<file path="config.mk">
export PLATFORM = sky130hd
export DESIGN_NAME = fu_result_buffer_flat
export DESIGN_NICKNAME = d
export VERILOG_FILES = /design/src/rtl/fu_result_buffer_if.sv /design/src/rtl/fu_result_buffer.sv /design/src/flat_wrapper.sv
export SDC_FILE = /design/constraint.sdc
export NUM_CORES = 1
export LEC_CHECK = 0
export CORE_ASPECT_RATIO = 1.75
export CORE_MARGIN = 3
export CORE_UTILIZATION = 50
export CTS_CLUSTER_SIZE = 10
export DETAILED_ROUTE_END_ITERATION = 10
export PLACE_DENSITY = 0.76
export SLEW_MARGIN = 20
export SYNTH_ARGS = -nofsm -noshare
export SYNTH_HDL_FRONTEND = slang
export SYNTH_SLANG_ARGS = --single-unit
</file>
<file path="constraint.sdc">
create_clock -name clk -period 6.55 [get_ports clk]
set_input_delay 1.31 -clock clk [delete_from_list [all_inputs] [get_ports clk]]
set_output_delay 1.31 -clock clk [all_outputs]
set_load 0.05 [all_outputs]
</file>
<file path="src/rtl/fu_result_buffer_if.sv">
// Bundle between the two result producers, the writeback port and issue
// control on one side, and the FU result buffer on the other.
interface fu_result_buffer_if #(
    parameter int DEPTH = 8
);
    localparam int CW = $clog2(DEPTH) + 1;

    // Producers have no ready: an IN_x_valid pulse is a push that must be taken,
    // and OUT_busy is the only back-pressure. A writeback uop is consumed on
    // each cycle where OUT_valid && !IN_wbStall.
    logic          IN_branch_taken;
    logic [6:0]    IN_branch_sqN;

    logic          IN_a_valid;
    logic [31:0]   IN_a_result;
    logic [6:0]    IN_a_tagDst;
    logic [4:0]    IN_a_nmDst;
    logic [6:0]    IN_a_sqN;
    logic [2:0]    IN_a_flags;

    logic          IN_b_valid;
    logic [31:0]   IN_b_result;
    logic [6:0]    IN_b_tagDst;
    logic [4:0]    IN_b_nmDst;
    logic [6:0]    IN_b_sqN;
    logic [2:0]    IN_b_flags;

    logic          IN_wbStall;

    logic          OUT_valid;
    logic [31:0]   OUT_result;
    logic [6:0]    OUT_tagDst;
    logic [4:0]    OUT_nmDst;
    logic [6:0]    OUT_sqN;
    logic [2:0]    OUT_flags;
    logic          OUT_busy;
    logic [CW-1:0] OUT_count;
    logic          OUT_overflow;

    modport master (
        output IN_branch_taken, IN_branch_sqN,
        output IN_a_valid, IN_a_result, IN_a_tagDst, IN_a_nmDst, IN_a_sqN, IN_a_flags,
        output IN_b_valid, IN_b_result, IN_b_tagDst, IN_b_nmDst, IN_b_sqN, IN_b_flags,
        output IN_wbStall,
        input  OUT_valid, OUT_result, OUT_tagDst, OUT_nmDst, OUT_sqN, OUT_flags,
        input  OUT_busy, OUT_count, OUT_overflow
    );

    modport slave (
        input  IN_branch_taken, IN_branch_sqN,
        input  IN_a_valid, IN_a_result, IN_a_tagDst, IN_a_nmDst, IN_a_sqN, IN_a_flags,
        input  IN_b_valid, IN_b_result, IN_b_tagDst, IN_b_nmDst, IN_b_sqN, IN_b_flags,
        input  IN_wbStall,
        output OUT_valid, OUT_result, OUT_tagDst, OUT_nmDst, OUT_sqN, OUT_flags,
        output OUT_busy, OUT_count, OUT_overflow
    );
endinterface

</file>
<file path="src/rtl/fu_result_buffer.sv">
// Result buffer between two non-stallable functional units and a shared
// writeback port, with in-place mispredict invalidation and early busy.
module fu_result_buffer #(
    parameter int DEPTH       = 8,
    parameter int BUSY_MARGIN = 5
) (
    input logic              clk,
    input logic              rst,
    fu_result_buffer_if.slave bus
);
    localparam int PW = $clog2(DEPTH);
    localparam int CW = PW + 1;

    typedef logic [PW-1:0] ptr_t;
    typedef logic [CW-1:0] cnt_t;

    typedef struct packed {
        logic [31:0] result;
        logic [6:0]  tag_dst;
        logic [4:0]  nm_dst;
        logic [6:0]  sqn;
        logic [2:0]  flags;
    } uop_t;

    uop_t             mem [DEPTH];
    logic [DEPTH-1:0] live;
    ptr_t             wptr;
    ptr_t             rptr;
    ptr_t             wptr_b;
    cnt_t             count;
    cnt_t             count_next;
    cnt_t             free;
    logic             out_valid;
    uop_t             out_uop;
    logic             busy;
    logic             overflow;

    uop_t             a_uop;
    uop_t             b_uop;
    uop_t             head;
    logic             flush;
    logic             a_ok;
    logic             b_ok;
    logic             a_push;
    logic             b_push;
    logic             pop_en;
    logic             pop;
    logic             head_live;
    logic             drop;

    // Wrapping 7-bit age compare: positive non-zero difference means younger.
    function automatic logic younger(input logic [6:0] sqn, input logic [6:0] br);
        logic [6:0] diff;
        diff = sqn - br;
        return !diff[6] && (diff != 7'd0);
    endfunction

    always_comb begin
        a_uop = '{result: bus.IN_a_result, tag_dst: bus.IN_a_tagDst, nm_dst: bus.IN_a_nmDst,
                  sqn: bus.IN_a_sqN, flags: bus.IN_a_flags};
        b_uop = '{result: bus.IN_b_result, tag_dst: bus.IN_b_tagDst, nm_dst: bus.IN_b_nmDst,
                  sqn: bus.IN_b_sqN, flags: bus.IN_b_flags};
        head  = mem[rptr];
        flush = bus.IN_branch_taken;

        a_ok      = bus.IN_a_valid && !(flush && younger(a_uop.sqn, bus.IN_branch_sqN));
        b_ok      = bus.IN_b_valid && !(flush && younger(b_uop.sqn, bus.IN_branch_sqN));
        head_live = live[rptr] && !(flush && younger(head.sqn, bus.IN_branch_sqN));

        pop_en = !out_valid || !bus.IN_wbStall;
        pop    = pop_en && (count != '0);

        // Room counts the slot freed by this cycle's pop; B is the first to lose out.
        free   = cnt_t'(DEPTH) - count + cnt_t'(pop);
        a_push = a_ok && (free != '0);
        b_push = b_ok && (free > cnt_t'(a_push));
        drop   = (a_ok && !a_push) || (b_ok && !b_push);

        wptr_b     = wptr + ptr_t'(a_push);
        count_next = count + cnt_t'(a_push) + cnt_t'(b_push) - cnt_t'(pop);
    end

    // Payload storage carries no reset; occupancy is tracked by live/count.
    always_ff @(posedge clk) begin
        if (a_push) mem[wptr]   <= a_uop;
        if (b_push) mem[wptr_b] <= b_uop;
    end

    always_ff @(posedge clk or negedge rst) begin
        if (!rst) begin
            live <= '0;
        end else begin
            for (int i = 0; i < DEPTH; i++) begin
                if (flush && younger(mem[i].sqn, bus.IN_branch_sqN)) live[i] <= 1'b0;
            end
            if (pop)    live[rptr]   <= 1'b0;
            if (a_push) live[wptr]   <= 1'b1;
            if (b_push) live[wptr_b] <= 1'b1;
        end
    end

    always_ff @(posedge clk or negedge rst) begin
        if (!rst) begin
            wptr     <= '0;
            rptr     <= '0;
            count    <= '0;
            busy     <= 1'b0;
            overflow <= 1'b0;
        end else begin
            wptr  <= wptr + ptr_t'(a_push) + ptr_t'(b_push);
            rptr  <= rptr + ptr_t'(pop);
            count <= count_next;
            busy  <= int'(count_next) > (DEPTH - BUSY_MARGIN);
            if (drop) overflow <= 1'b1;
        end
    end

    // Output register: loads on a pop, holds under stall, and is killed in
    // place if a mispredict makes the held uop wrong-path.
    always_ff @(posedge clk or negedge rst) begin
        if (!rst) begin
            out_valid <= 1'b0;
            out_uop   <= '0;
        end else if (pop) begin
            out_valid <= head_live;
            if (head_live) out_uop <= head;
        end else if (pop_en) begin
            out_valid <= 1'b0;
        end else if (flush && younger(out_uop.sqn, bus.IN_branch_sqN)) begin
            out_valid <= 1'b0;
        end
    end

    assign bus.OUT_valid    = out_valid;
    assign bus.OUT_result   = out_uop.result;
    assign bus.OUT_tagDst   = out_uop.tag_dst;
    assign bus.OUT_nmDst    = out_uop.nm_dst;
    assign bus.OUT_sqN      = out_uop.sqn;
    assign bus.OUT_flags    = out_uop.flags;
    assign bus.OUT_busy     = busy;
    assign bus.OUT_count    = count;
    assign bus.OUT_overflow = overflow;
endmodule

</file>
<file path="src/flat_wrapper.sv">
// flat-port wrapper written by rule: the top's interface ports become plain ports
module fu_result_buffer_flat 
#(
    parameter int DEPTH       = 8,
    parameter int BUSY_MARGIN = 5
)
  (clk, rst, bus_IN_branch_taken, bus_IN_branch_sqN, bus_IN_a_valid, bus_IN_a_result, bus_IN_a_tagDst, bus_IN_a_nmDst, bus_IN_a_sqN, bus_IN_a_flags, bus_IN_b_valid, bus_IN_b_result, bus_IN_b_tagDst, bus_IN_b_nmDst, bus_IN_b_sqN, bus_IN_b_flags, bus_IN_wbStall, bus_OUT_valid, bus_OUT_result, bus_OUT_tagDst, bus_OUT_nmDst, bus_OUT_sqN, bus_OUT_flags, bus_OUT_busy, bus_OUT_count, bus_OUT_overflow);
  fu_result_buffer_if #(.DEPTH(DEPTH)) bus_i ();
  input logic clk;
  input logic rst;
  input wire logic [$bits(bus_i.IN_branch_taken)-1:0] bus_IN_branch_taken;
  input wire logic [$bits(bus_i.IN_branch_sqN)-1:0] bus_IN_branch_sqN;
  input wire logic [$bits(bus_i.IN_a_valid)-1:0] bus_IN_a_valid;
  input wire logic [$bits(bus_i.IN_a_result)-1:0] bus_IN_a_result;
  input wire logic [$bits(bus_i.IN_a_tagDst)-1:0] bus_IN_a_tagDst;
  input wire logic [$bits(bus_i.IN_a_nmDst)-1:0] bus_IN_a_nmDst;
  input wire logic [$bits(bus_i.IN_a_sqN)-1:0] bus_IN_a_sqN;
  input wire logic [$bits(bus_i.IN_a_flags)-1:0] bus_IN_a_flags;
  input wire logic [$bits(bus_i.IN_b_valid)-1:0] bus_IN_b_valid;
  input wire logic [$bits(bus_i.IN_b_result)-1:0] bus_IN_b_result;
  input wire logic [$bits(bus_i.IN_b_tagDst)-1:0] bus_IN_b_tagDst;
  input wire logic [$bits(bus_i.IN_b_nmDst)-1:0] bus_IN_b_nmDst;
  input wire logic [$bits(bus_i.IN_b_sqN)-1:0] bus_IN_b_sqN;
  input wire logic [$bits(bus_i.IN_b_flags)-1:0] bus_IN_b_flags;
  input wire logic [$bits(bus_i.IN_wbStall)-1:0] bus_IN_wbStall;
  output wire logic [$bits(bus_i.OUT_valid)-1:0] bus_OUT_valid;
  output wire logic [$bits(bus_i.OUT_result)-1:0] bus_OUT_result;
  output wire logic [$bits(bus_i.OUT_tagDst)-1:0] bus_OUT_tagDst;
  output wire logic [$bits(bus_i.OUT_nmDst)-1:0] bus_OUT_nmDst;
  output wire logic [$bits(bus_i.OUT_sqN)-1:0] bus_OUT_sqN;
  output wire logic [$bits(bus_i.OUT_flags)-1:0] bus_OUT_flags;
  output wire logic [$bits(bus_i.OUT_busy)-1:0] bus_OUT_busy;
  output wire logic [$bits(bus_i.OUT_count)-1:0] bus_OUT_count;
  output wire logic [$bits(bus_i.OUT_overflow)-1:0] bus_OUT_overflow;
  assign bus_i.IN_branch_taken = bus_IN_branch_taken;
  assign bus_i.IN_branch_sqN = bus_IN_branch_sqN;
  assign bus_i.IN_a_valid = bus_IN_a_valid;
  assign bus_i.IN_a_result = bus_IN_a_result;
  assign bus_i.IN_a_tagDst = bus_IN_a_tagDst;
  assign bus_i.IN_a_nmDst = bus_IN_a_nmDst;
  assign bus_i.IN_a_sqN = bus_IN_a_sqN;
  assign bus_i.IN_a_flags = bus_IN_a_flags;
  assign bus_i.IN_b_valid = bus_IN_b_valid;
  assign bus_i.IN_b_result = bus_IN_b_result;
  assign bus_i.IN_b_tagDst = bus_IN_b_tagDst;
  assign bus_i.IN_b_nmDst = bus_IN_b_nmDst;
  assign bus_i.IN_b_sqN = bus_IN_b_sqN;
  assign bus_i.IN_b_flags = bus_IN_b_flags;
  assign bus_i.IN_wbStall = bus_IN_wbStall;
  assign bus_OUT_valid = bus_i.OUT_valid;
  assign bus_OUT_result = bus_i.OUT_result;
  assign bus_OUT_tagDst = bus_i.OUT_tagDst;
  assign bus_OUT_nmDst = bus_i.OUT_nmDst;
  assign bus_OUT_sqN = bus_i.OUT_sqN;
  assign bus_OUT_flags = bus_i.OUT_flags;
  assign bus_OUT_busy = bus_i.OUT_busy;
  assign bus_OUT_count = bus_i.OUT_count;
  assign bus_OUT_overflow = bus_i.OUT_overflow;
  fu_result_buffer #(.DEPTH(DEPTH), .BUSY_MARGIN(BUSY_MARGIN)) u_core (.clk(clk), .rst(rst), .bus(bus_i));
endmodule
</file>
==> results.sh <==
export IMPL_grt_start_max_net_pins=59
export IMPL_grt_util_all_layers_pct=28.7
export IMPL_maxSlewViolCount=0
export IMPL_routabilityCongestion=0.929
export IMPL_synth_xor_area_share_pct=1.47
export IMPL_finalCritPeriodShare_pct=86.9
export IMPL_placeableCoreArea_um2=55300
export IMPL_count_of_nets_after_finishing=2505
export IMPL_root_buffer_selected_by_cts="sky130_fd_sc_hd__clkbuf_16"
export IMPL_layout_common_cells="sky130_fd_sc_hd__edfxtp_1 (432), sky130_fd_sc_hd__mux2_2 (288), sky130_fd_sc_hd__clkdlybuf4s50_1 (180), sky130_fd_sc_hd__mux2_1 (169), sky130_fd_sc_hd__o21ai_0 (100)"
export IMPL_grt_ovfl_total=0
export IMPL_cap_viol_max_count=0
export IMPL_gr_usage_met2_pct=50.0
export IMPL_timing_critical_path_from_type="input port"
export IMPL_grt_setup_unrepaired="false"
export IMPL_post_cts_hold_buffer_count=0
export IMPL_dr_pass1_iters=7
export IMPL_overall_die_area_um2=58900
export IMPL_fraction_of_final_layout_cells_with_drive_strength_greater_than_1_pct=20.9
export IMPL_min_delay_path_depth=2
export IMPL_min_path_type="flop to flop"
export IMPL_slew_at_the_pin_closest_to_its_max_slew_limit_ps=962
export IMPL_final_min_clock_period_ps=5690
export IMPL_max_vdd_drop_v=0.000401
export IMPL_dpl_cell_count=2921
export IMPL_totalPowerFinal_w=0.0156
export IMPL_synth_compound_area_share_pct=9.47
export IMPL_synth_adder_area_share_pct=4.85
export IMPL_die_h_um=319
export IMPL_clock_tree_buf_depth=3
export IMPL_antenna_violating_nets_post_route=0
export IMPL_worst_r2r_endpoint="u_core.bus.OUT_sqN[5]$_DFFE_PN0P_"
export IMPL_tritoncts="yes"
export IMPL_p_leak_nw=11.8
export IMPL_global_route_peak_usage_layer="met2"
export IMPL_via_per_inst=6.43
export IMPL_mappedNetlistArea_um2=27900
export IMPL_main_combinational_cell_family_by_area_after_synthesis="multiplexers"
export IMPL_wirelength_mm=85.4
export IMPL_synthSimpleGateAreaFrac_pct=5.21
export IMPL_synth_distinct_cells=76
export IMPL_timing_worst_setup_path_type="input port to flop"
export IMPL_synth_mux_area_fraction_pct=22.6
export IMPL_layout_cells_non_filler=3034
export IMPL_finalHoldViolations=0
export IMPL_worst_path_arrival_ps=6030
export IMPL_critPathCaptureType="flop"
export IMPL_synthesis_instances=2089
export IMPL_critical_path_max_fanout=28
export IMPL_grt_antenna_before_repair=11
export IMPL_number_of_setup_buffers_added_after_cts=0
export IMPL_tritoncts_num_sinks=507
export IMPL_synth_edf_count=432
export IMPL_cts_buffers=57
export IMPL_postSynthAreaPerCell_um2=13.4
export IMPL_vias_in_the_first_global_route=20400
export IMPL_io_pins=182
export IMPL_groute_layer_met1_usage_pct=33.6
export IMPL_r2r_start="u_core.rptr[2]$_DFF_PN0_"
export IMPL_layout_commonest_cell="sky130_fd_sc_hd__edfxtp_1"
export IMPL_finalSetupViolCount=0
export IMPL_nFillCells=4339
export IMPL_die_x_um=185
export IMPL_wire_length_of_the_first_global_routing_pass_mm=127
export IMPL_pwr_density_cell_nw_per_um2=478
export IMPL_fin_ws_ps=861
export IMPL_timing_clock_skew_ps=14.5
export IMPL_yosys_most_used_dff="sky130_fd_sc_hd__edfxtp_1"
export IMPL_initial_utilization_pct=50.5
export IMPL_post_synthesis_net_count=2310
export IMPL_run_status="finished clean"
export IMPL_synth_seq_cells=507
export IMPL_cts_clk_pin_slew_worst_paths_ps=60
export IMPL_fp_row_count=114
export IMPL_hold_slack_ps=478
export IMPL_crit_required_ps=6890
export IMPL_dp_final_hpwl_mm=54.1
export IMPL_multiInputGateArea_um2=12400
export IMPL_wl_per_cell_um=28.1
export IMPL_numPortBuffers=181
export IMPL_rr_worst_depth=14
export IMPL_grt_use_met3_pct=4.92
export IMPL_area_sequential_um2=14900
export IMPL_area_delta_synth_final_pct=16.7
export IMPL_cts_resized_gates=0
export IMPL_ys_warnings_count=0
export IMPL_fmaxAchievable_mhz=176
export IMPL_placement_setup_worst_slack_ps=297
export IMPL_drt_drc_violations_left=0
export IMPL_first_iter_violations=1674
export IMPL_seq_total_area_yosys_pct=53.1
export IMPL_hp_start="u_core.bus.OUT_tagDst[5]$_DFFE_PN0P_"
export IMPL_clk_latency_ps=600
export IMPL_whs_endpoint="u_core.bus.OUT_tagDst[5]$_DFFE_PN0P_"
export IMPL_htree_num_levels=2
export IMPL_routed_via_count=19500
export IMPL_reg2reg_slack_ps=1330
export IMPL_async_sr_flop_fraction_pct=14.8
export IMPL_max_slew_headroom_pct=35.6
-- through the flow --
stage	area (µm²)	utilization, %	setup TNS, ps
after floorplan	27900	-	-264600
after global placement	30900	55.9	0
after detailed placement	30900	55.9	0
after CTS	32600	58.9	0
after global routing	32600	58.9	0
final	32600	58.9	0
-- metal layers --
metal  share of wire, %  wire, µm
met2                 51     43500
met3                7.3      6270
met1                 36     30500
met5              0.057        49
met4                5.9      5010
-- logic make-up (layout without fill, tap and decap cells) --
family / Yosys count / in the layout
compound gates: 400 / 400
buf+inv: 177 / 419
simple gates: 309 / 309
fa+ha+maj: 100 / 100
other cells: 0 / 7
mux: 549 / 549
xor+xnor: 47 / 47
flops: 507 / 507
-- registers in the layout (all words and copies together), names as in the netlist --
| register | cells |
|---|---|
| u_core.bus.OUT_tagDst | 7 |
| u_core.mem | 432 |
| u_core.bus.OUT_sqN | 7 |
| u_core.bus.OUT_result | 32 |
| u_core.bus.OUT_overflow | 1 |
| u_core.bus.OUT_busy | 1 |
| u_core.rptr | 3 |
| u_core.wptr | 3 |
| u_core.bus.OUT_nmDst | 5 |
| u_core.bus.OUT_count | 4 |
| u_core.bus.OUT_flags | 3 |
| u_core.bus.OUT_valid | 1 |
| u_core.live | 8 |
-- final cells by class --
| cell class | count | area share (%) |
|---|---|---|
| Clock buffer | 104 | 5.01 |
| Inverter | 61 | 0.702 |
| Sequential cell | 507 | 45.6 |
| Antenna cell | 7 | 0.0537 |
| Multi-Input combinational cell | 1405 | 38.0 |
| Clock inverter | 2 | 0.0767 |
| Tap cell | 696 | 2.67 |
| Timing Repair Buffer | 252 | 7.94 |
-- power breakdown --
group	leakage, nW	switching (W)	internal, W	total [W]
Sequential	4.86	0.000506	0.00476	0.00527
Clock	0.787	0.00126	0.00166	0.00292
Combinational	6.20	0.00468	0.00271	0.00739
-- Yosys cell counts, types with 6 or more instances --
master,n,area (µm²)
sky130_fd_sc_hd__nand4_1,8,50.1
sky130_fd_sc_hd__nand3_1,16,80.1
sky130_fd_sc_hd__nor3b_1,7,52.6
sky130_fd_sc_hd__ha_1,86,1080
sky130_fd_sc_hd__nand2b_1,14,87.6
sky130_fd_sc_hd__fa_1,14,280
sky130_fd_sc_hd__dfrtp_1,75,1880
sky130_fd_sc_hd__a21o_1,6,45.0
sky130_fd_sc_hd__buf_4,36,270
sky130_fd_sc_hd__nand2_1,101,379
sky130_fd_sc_hd__mux2_1,169,1900
sky130_fd_sc_hd__o211ai_1,11,82.6
sky130_fd_sc_hd__a22o_1,7,61.3
sky130_fd_sc_hd__mux2_2,288,3240
sky130_fd_sc_hd__buf_6,10,113
sky130_fd_sc_hd__nor2b_1,17,106
sky130_fd_sc_hd__o21ai_1,11,55.1
sky130_fd_sc_hd__o22ai_1,9,56.3
sky130_fd_sc_hd__a221oi_1,59,517
sky130_fd_sc_hd__xnor2_1,26,228
sky130_fd_sc_hd__buf_1,6,22.5
sky130_fd_sc_hd__o31ai_1,6,45.0
sky130_fd_sc_hd__a22oi_1,24,180
sky130_fd_sc_hd__nor3_1,10,50.1
sky130_fd_sc_hd__a31oi_1,10,62.6
sky130_fd_sc_hd__o221ai_1,6,52.6
sky130_fd_sc_hd__mux2i_1,71,711
sky130_fd_sc_hd__inv_1,58,218
sky130_fd_sc_hd__mux4_2,19,428
sky130_fd_sc_hd__buf_2,29,145
sky130_fd_sc_hd__clkbuf_1,35,131
sky130_fd_sc_hd__a21oi_1,91,455
sky130_fd_sc_hd__o21ai_0,102,510
sky130_fd_sc_hd__o21a_1,7,52.6
sky130_fd_sc_hd__nor2_1,98,368
sky130_fd_sc_hd__edfxtp_1,432,13000
sky130_fd_sc_hd__or3_1,7,43.8
sky130_fd_sc_hd__a221o_1,8,80.1
sky130_fd_sc_hd__xor2_1,21,184
-- worst max-delay path by stage --
| stage | from | endpoint | slack, ps | cells past startpoint |
|---|---|---|---|---|
| 6_report | bus_IN_a_sqN[0] | u_core.mem[1][50]$_DFFE_PP_ | 860 | 19 |
| 5_1_grt | bus_IN_a_sqN[0] | u_core.mem[1][50]$_DFFE_PP_ | 540 | 19 |
| 4_1_cts | bus_IN_a_sqN[0] | u_core.mem[1][50]$_DFFE_PP_ | 890 | 19 |
| 3_5_place_dp | bus_IN_a_sqN[0] | u_core.mem[1][48]$_DFFE_PP_ | 300 | 19 |
| 3_3_place_gp | bus_IN_a_sqN[0] | u_core.mem[1][35]$_DFFE_PP_ | 280 | 19 |
| 2_1_floorplan | bus_IN_a_sqN[0] | u_core.mem[0][0]$_DFFE_PP_ | -1320 | 11 |
-- worst max-delay path: stages --
cell                              delay (ps)
sky130_fd_sc_hd__clkdlybuf4s50_1         410
sky130_fd_sc_hd__clkinv_1                220
sky130_fd_sc_hd__ha_1                    270
sky130_fd_sc_hd__inv_1                    70
sky130_fd_sc_hd__fa_1                    410
sky130_fd_sc_hd__a211oi_2                260
sky130_fd_sc_hd__o21bai_1                140
sky130_fd_sc_hd__a21oi_1                  70
sky130_fd_sc_hd__or4_1                   500
sky130_fd_sc_hd__nand3_1                 140
sky130_fd_sc_hd__nand3_1                 130
sky130_fd_sc_hd__inv_1                   110
sky130_fd_sc_hd__ha_1                    230
sky130_fd_sc_hd__o211a_1                 270
sky130_fd_sc_hd__nor2_4                  230
sky130_fd_sc_hd__buf_4                   210
sky130_fd_sc_hd__nand4b_1                220
sky130_fd_sc_hd__buf_4                   390
sky130_fd_sc_hd__mux2_1                  390
Power figures use the tool's default switching activity.
